### config.mk
export PLATFORM = sky130hd
export DESIGN_NAME = regs_wb_arbiter
export DESIGN_NICKNAME = d
export VERILOG_FILES = /design/src/rtl/regs_wb_arbiter.sv
export SDC_FILE = /design/constraint.sdc
export NUM_CORES = 1
export LEC_CHECK = 0
export ABC_CLOCK_PERIOD_IN_PS = 3800
export CAP_MARGIN = 10
export CORE_UTILIZATION = 45
export CTS_CLUSTER_SIZE = 30
export DETAILED_ROUTE_END_ITERATION = 8
export GPL_TIMING_DRIVEN = 0
export PLACE_DENSITY = 0.76
export SLEW_MARGIN = 40
export SYNTH_ARGS = -nofsm -noshare
export SYNTH_HDL_FRONTEND = slang
export SYNTH_SLANG_ARGS = --single-unit
### constraint.sdc
create_clock -name clk -period 3.8 [get_ports clk]
set_input_delay 0.57 -clock clk [delete_from_list [all_inputs] [get_ports clk]]
set_output_delay 0.57 -clock clk [all_outputs]
set_load 0.005 [all_outputs]
### src/rtl/regs_wb_arbiter.sv
// Register-file write-port arbiter: pipeline writeback vs. queued mul/div
// results, with a long-latency scoreboard that raises decode hazard stalls.
//
// Ports:
//   clk, rst                    clock, async active-low reset
//   pipe_we/_reg/_data          pipeline writeback request (no backpressure)
//   md_valid/_ready/_reg/_data  long-latency result push into the FIFO
//   md_issue, md_issue_reg      long-latency op issue (sets busy bit)
//   chk_re_*, chk_addr_*        decode source operands to hazard-check
//   stall                       decode hazard stall (combinational)
//   pipe_hold                   pipeline must not write this cycle
//   err                         sticky: pipe write presented during hold
//   wb_we/_write_reg/_write_data registered register-file write port
module regs_wb_arbiter #(
  parameter int DEPTH    = 2,
  parameter int MAX_WAIT = 4
) (
  input  logic        clk,
  input  logic        rst,
  input  logic        pipe_we,
  input  logic [4:0]  pipe_reg,
  input  logic [31:0] pipe_data,
  input  logic        md_valid,
  output logic        md_ready,
  input  logic [4:0]  md_reg,
  input  logic [31:0] md_data,
  input  logic        md_issue,
  input  logic [4:0]  md_issue_reg,
  input  logic        chk_re_1,
  input  logic        chk_re_2,
  input  logic [4:0]  chk_addr_1,
  input  logic [4:0]  chk_addr_2,
  output logic        stall,
  output logic        pipe_hold,
  output logic        err,
  output logic        wb_we,
  output logic [4:0]  wb_write_reg,
  output logic [31:0] wb_write_data
);

  localparam int PW = (DEPTH > 1) ? $clog2(DEPTH) : 1;
  localparam int CW = $clog2(DEPTH + 1);
  localparam int SW = $clog2(MAX_WAIT + 1);

  localparam logic [PW-1:0] LAST   = PW'(DEPTH - 1);
  localparam logic [CW-1:0] FULL   = CW'(DEPTH);
  localparam logic [SW-1:0] STARVE = SW'(MAX_WAIT);

  logic [4:0]    q_reg  [DEPTH];
  logic [31:0]   q_data [DEPTH];
  logic [PW-1:0] rd_ptr;
  logic [PW-1:0] wr_ptr;
  logic [CW-1:0] count;
  logic [SW-1:0] starve;
  logic [31:0]   busy;
  logic [31:0]   busy_nx;

  logic          pipe_req;
  logic          q_req;
  logic          gnt_p;
  logic          gnt_q;
  logic          push;
  logic          not_full;
  logic [4:0]    head_reg;
  logic [31:0]   head_data;

  assign head_reg  = q_reg[rd_ptr];
  assign head_data = q_data[rd_ptr];

  assign not_full  = (count < FULL);
  // Held low during reset so every output reads 0.
  assign md_ready  = rst & not_full;
  assign pipe_hold = (starve == STARVE);

  assign pipe_req  = pipe_we && (pipe_reg != 5'd0);
  assign q_req     = (count != '0);
  // r0 results complete the handshake but are never stored.
  assign push      = md_valid && not_full && (md_reg != 5'd0);

  assign stall = (chk_re_1 && busy[chk_addr_1])
              || (chk_re_2 && busy[chk_addr_2])
              || (md_issue && busy[md_issue_reg]);

  always_comb begin
    gnt_p = 1'b0;
    gnt_q = 1'b0;
    priority case (1'b1)
      pipe_hold: gnt_q = q_req;
      pipe_req:  gnt_p = 1'b1;
      q_req:     gnt_q = 1'b1;
      default:   ;
    endcase
  end

  // Issue sets after grant clears, so a same-register
  // set and clear leaves the bit set.
  always_comb begin
    busy_nx = busy;
    if (gnt_q)
      busy_nx[head_reg] = 1'b0;
    if (md_issue)
      busy_nx[md_issue_reg] = 1'b1;
    busy_nx[0] = 1'b0;
  end

  always_ff @(posedge clk) begin
    if (push) begin
      q_reg[wr_ptr]  <= md_reg;
      q_data[wr_ptr] <= md_data;
    end
  end

  always_ff @(posedge clk or negedge rst) begin
    if (!rst) begin
      rd_ptr <= '0;
      wr_ptr <= '0;
      count  <= '0;
    end else begin
      if (push)
        wr_ptr <= (wr_ptr == LAST) ? '0 : wr_ptr + PW'(1);
      if (gnt_q)
        rd_ptr <= (rd_ptr == LAST) ? '0 : rd_ptr + PW'(1);
      unique case ({push, gnt_q})
        2'b10:   count <= count + CW'(1);
        2'b01:   count <= count - CW'(1);
        default: ;
      endcase
    end
  end

  always_ff @(posedge clk or negedge rst) begin
    if (!rst) begin
      starve <= '0;
      busy   <= '0;
      err    <= 1'b0;
    end else begin
      if (gnt_q || !q_req)
        starve <= '0;
      else if (gnt_p)
        starve <= starve + SW'(1);
      busy <= busy_nx;
      if (pipe_hold && pipe_req)
        err <= 1'b1;
    end
  end

  always_ff @(posedge clk or negedge rst) begin
    if (!rst) begin
      wb_we         <= 1'b0;
      wb_write_reg  <= '0;
      wb_write_data <= '0;
    end else begin
      wb_we <= gnt_p | gnt_q;
      if (gnt_p) begin
        wb_write_reg  <= pipe_reg;
        wb_write_data <= pipe_data;
      end else if (gnt_q) begin
        wb_write_reg  <= head_reg;
        wb_write_data <= head_data;
      end
    end
  end

endmodule
-- Word-level counts from Yosys, hierarchy flattened
Memory sizes are Yosys's and may differ from the RTL's.
Index checks and enable logic that the tools add are counted.
- register bits after elaboration: 77
- RAM bits: 74
- input port bits: 96
- output and inout bits: 42
- word-level logic and storage cells: 78
- memories: 2
- memory list (memory ; words ; bits a word ; read ports ; clocked after Yosys merged registers in ; wr ports ; RTL line ; source):
    q_data ; 2 ; 32 ; 1 ; 0 ; 1 ; 50 ; logic [31:0] q_data [DEPTH];
    q_reg ; 2 ; 5 ; 1 ; 0 ; 1 ; 49 ; logic [4:0] q_reg [DEPTH];
- $add $sub $neg: 5
- $lt $le $gt $ge: 7
- equal/unequal tests: 3
- mux-type cells: 28
- bitwise gates (word level): 5
- reductions and logical operators: 19
- operator list (cell ; number):
    $mux W32 ; 4
    $and A32 B32 Y32 ; 1
    $not A32 Y32 ; 1
    $or A32 B32 Y32 ; 1
    $lt A5 B6 Y1 const B ; 4
    $bmux W1 S5 ; 3
    $mux W1 ; 14
    $demux W1 S5 ; 2
    $ge A5 B1 Y1 const B ; 2
    $mux W5 ; 2
    $reduce_bool A5 Y1 ; 2
    $logic_and A1 B1 Y1 ; 9
    $reduce_bool A2 Y1 ; 4
    $mux W3 ; 2
    $pmux W2 S2 ; 1
    $add A3 B1 Y3 const B ; 1
    $eq A3 B3 Y1 const B ; 1
    $logic_or A1 B1 Y1 ; 3
    $add A1 B1 Y1 const B ; 2
    $add A2 B1 Y2 const B ; 1
    $eq A2 B1 Y1 const B ; 1
    $eq A2 B2 Y1 const B ; 1
    $lt A2 B2 Y1 const B ; 1
    $sub A2 B1 Y2 const B ; 1
    other kinds (3) ; 3

-- Depth between registers and ports, before layout
An unclocked memory read counts as a cell.
- word-level depth: 10
- depth in mapped cells: 10

-- Least setup slack after synthesis
OpenSTA, ideal clock, no wires.
- kind: input -> register
- start point: input md_valid
- end point: memory q_data[0][0], enable pin
- setup time: 0.431 ns
- data arrival time: 2.449 ns
- data required time: 3.369 ns
- setup slack: 0.919 ns
- cell stages on the path: 3
- cell sequence: nor2b_1 o21ai_0 nor2_1
- cells in the longest elaborated chain, start to end: 4
- RTL lines (item ; RTL line ; source):
    from (decl) ; 23 ; input logic md_valid,
    $logic_and A1 B1 Y1 (2 in a row) ; 78 ; assign push = md_valid && not_full && (md_reg != 5'd0);
    $mux W1 ; 107 ; if (push) begin
    $mux W1 (implied by the code) ; 109 ; q_data[wr_ptr] <= md_data;
    to (decl) ; 50 ;
Every way passes these cells.

-- Final worst setup path
- start point: input chk_addr_2[2]
- end point: output stall
- cells in the longest elaborated chain, start to end: 5
- RTL lines (item ; RTL line ; source):
    from (decl) ; 32 ; input logic [4:0] chk_addr_2,
    $bmux W1 S5 ; 81 ; || (chk_re_2 && busy[chk_addr_2])
    $mux W1 (implied by the code) ; 81 ;
    $logic_and A1 B1 Y1 ; 81 ;
    $logic_or A1 B1 Y1 ; 81 ;
    $logic_or A1 B1 Y1 ; 82 ; || (md_issue && busy[md_issue_reg]);
    to (decl) ; 33 ; output logic stall,
Every way passes these cells. The select of a mux whose other input is x is not followed.

==> results.cfg <==
[yosys]
async_flop_share_pct = 51.0
yosys_warnings = 0
synth.mux.area_fraction_pct = 12.8
yosys-top-cells-area = edfxtp_1 32%, dfrtp_1 28%, mux2i_1 7.2%, o21ai_0 7.0%, mux4_2 2.9%
synth_edf_count = 74
synth_area_leader_cell = edfxtp_1
ys_ff_latch = 151
synth_xor_area_share_pct = 0.761
synth_most_common_cell = o21ai_0
yosysTopAreaCellShare_pct = 32.2
yosysUniqueCellTypes = 49
synth_area_per_cell_um2 = 11.8
synth_compound_area_share_pct = 12.8
ys_dominant_reg_cell = dfrtp_1
synth_fa_ha_area_share_pct = 0.543
syn_inst = 586
synth_fp_nets = 685
ys_seq_area_share_pct = 60.1
synth_area_um2 = 6910
synth_top_family_by_area = multiplexers
yosys.area_share.simple_pct = 10.5
synth_common_cells = 97 x o21ai_0, 77 x dfrtp_1, 74 x edfxtp_1

[final_layout]
drive_gt1_share_pct = 9.28
n_antenna_cell = 0
final_nets = 840
top_register = q_data
final_cells = 938
largest_reg_flops = 64
syn_to_final_growth_pct = 33.7
finish.instance_area_um2 = 9230
top_regs = q_data x64, wb_write_data x32, busy x31

[worst_setup_path]
reg2reg_to = count[1]
r2r_cells = 9
cp_max_fo = 10
worstPathRequired_ps = 3230
r2r_slack_ps = 1220
critPathKind = in2out
r2r_start = starve[0]
start_kind = primary input
startpoint = chk_addr_2[2]
worstSetupEndpointType = output pin
crit_arrival_ps = 3020

[cts]
clockBufferDepth = 2
clock-root-buffer = clkbuf_16
numCtsBuffers = 17
clock_latency_ps = 420
cts_setup_buffers = 0
htreeDepth = 4
clk_pin_slew_ps = 60
clock_sinks = 151
cts_hold_buf = 0
cts_resized = 0
tritoncts = yes

[global_route]
grt_pass1_vias = 5608
met3_usage_pct = 7.35
met2_usage_pct = 39.1
grt_overflow = 0
grtUsageMet1_pct = 29.6
grt_pass1_wl_um = 28800
grt_antenna_before_repair = 0
grt_max_degree = 41
busiest_layer = met2
grtUsageTotal_pct = 23.6

[power]
total_power_mw = 6.58
netSwitchingPower_mw = 2.11
sw_frac_of_total_pct = 32.0
seqPwrFrac_pct = 39.0
power.internal_mw = 4.47
power.leakage_nw = 3.59
power-per-cell-area_nw_per_um2 = 713
peakVddDrop_mv = 0.404
p_comb_share_pct = 33.4
clkPwrFrac_pct = 27.6

[sta]
period_share_pct = 94.4
tightest_slew_ps = 711
relSlewSlack_pct = 51.2
skew_ps = 7.58
fin_crit_ps = 3590
maxSlewViolCount = 0
setup_viol = 0
rsz0062_at_grt = false
fmax_mhz = 279
hold_viol = 0

[placed_design]
post_dp_cell_area_um2 = 8600
gp_congestion = 0.915
dpl.hpwl_um = 13000
port_buffers = 131
dp.cells = 906

[floorplan]
dieHeight_um = 126
rows = 44
fp.dieArea_um2 = 15900
initial_core_util_pct = 46.8
boundaryPins = 138
dieWidth_um = 126
coreArea_um2 = 14800

[detailed_routing]
antenna_left = 0
via_per_inst = 5.87
drt_iter0_drc = 487
route.detailed.drc = 0
vias = 5502
wl_um = 18200
wl_per_cell_um = 19.4
firstDrtPassIters = 5

[min_path]
hold_class = in2async

[flow_run]
drv_cap = 0

[run_status]
status = completed
[per-layer routing]
metal / wire length (um) / vias to the layer above / share of wire [%]
met5: 0 / - / 0
met4: 233 / 0 / 1.3
met3: 1640 / 24 / 9.0
met2: 8940 / 270 / 49
met1: 7410 / 2736 / 41
li1: - / 2472 / -
[cells in the final DEF, fill, tap and decap left out, drive strengths merged, types with 4 or more instances in the layout]
cell type and instances:
clkdlybuf4s50 130, o21ai 97, dfrtp 77, edfxtp 74, nand2 52, mux2i 51
nor2 51, a21oi 38, clkbuf 38, buf 18, inv 12, mux4 12
nor2b 11, mux2 8, nand3b 6, nand3 6, or3 5, nor3 5
bufinv 5, o22ai 4, xnor2 4, nor4 4
[critical path: stages]
cell,delay [ps]
clkdlybuf4s50_1,610
buf_2,320
a2111oi_0,470
nor3_1,120
nor4_1,330
nand4_1,140
clkdlybuf4s50_1,470
[power groups by stage]
stage / Clock (mW) / Sequential, mW / Combinational (mW)
6_report: 1.81 / 2.57 / 2.20
2_1_floorplan: 0 / 2.50 / 1.26
4_1_cts: 1.83 / 2.56 / 2.20
5_1_grt: 1.91 / 2.62 / 2.41
3_3_place_gp: 0 / 2.57 / 2.02
3_5_place_dp: 0 / 2.58 / 2.18
[stage by stage]
step / hold WS (ps) / setup WS [ps] / setup TNS, ps / util (%)
global route: 76.2 / 9.10 / 0 / 62.6
floorplan: 274 / 919 / 0 / -
global placement: 447 / -1260 / -77180 / 57.3
detailed placement: 455 / 263 / 0 / 58.3
CTS: 63.5 / 254 / 0 / 62.6
finish: 53.3 / 213 / 0 / 62.6
[worst max-delay path by stage]
stage / end / slack (ps) / cells after the start
after floorplan: q_data[0][0] / 920 / 3
after global placement: md_ready / -1260 / 3
after detailed placement: stall / 260 / 7
after CTS: stall / 250 / 7
after global routing: stall / 9 / 7
final: stall / 210 / 7
[kinds of logic after synthesis]
group           count (synthesis)
compound gates                160
simple gates                  155
flops                         151
mux                            71
buf+inv                        40
xor+xnor                        6
fa+ha+maj                       3
[layout make-up]
| type | count | area [um2] |
|---|---|---|
| Fill cell | 1148 | 5520 |
| Sequential cell | 151 | 4150 |
| Multi-Input combinational cell | 395 | 2600 |
| Timing Repair Buffer | 136 | 1440 |
| Clock buffer | 20 | 437 |
| Tap cell | 184 | 230 |
| Clock inverter | 12 | 200 |
| Buffer | 30 | 138 |
| Inverter | 10 | 37.5 |
Note: power is estimated with default switching activity, not from simulation.
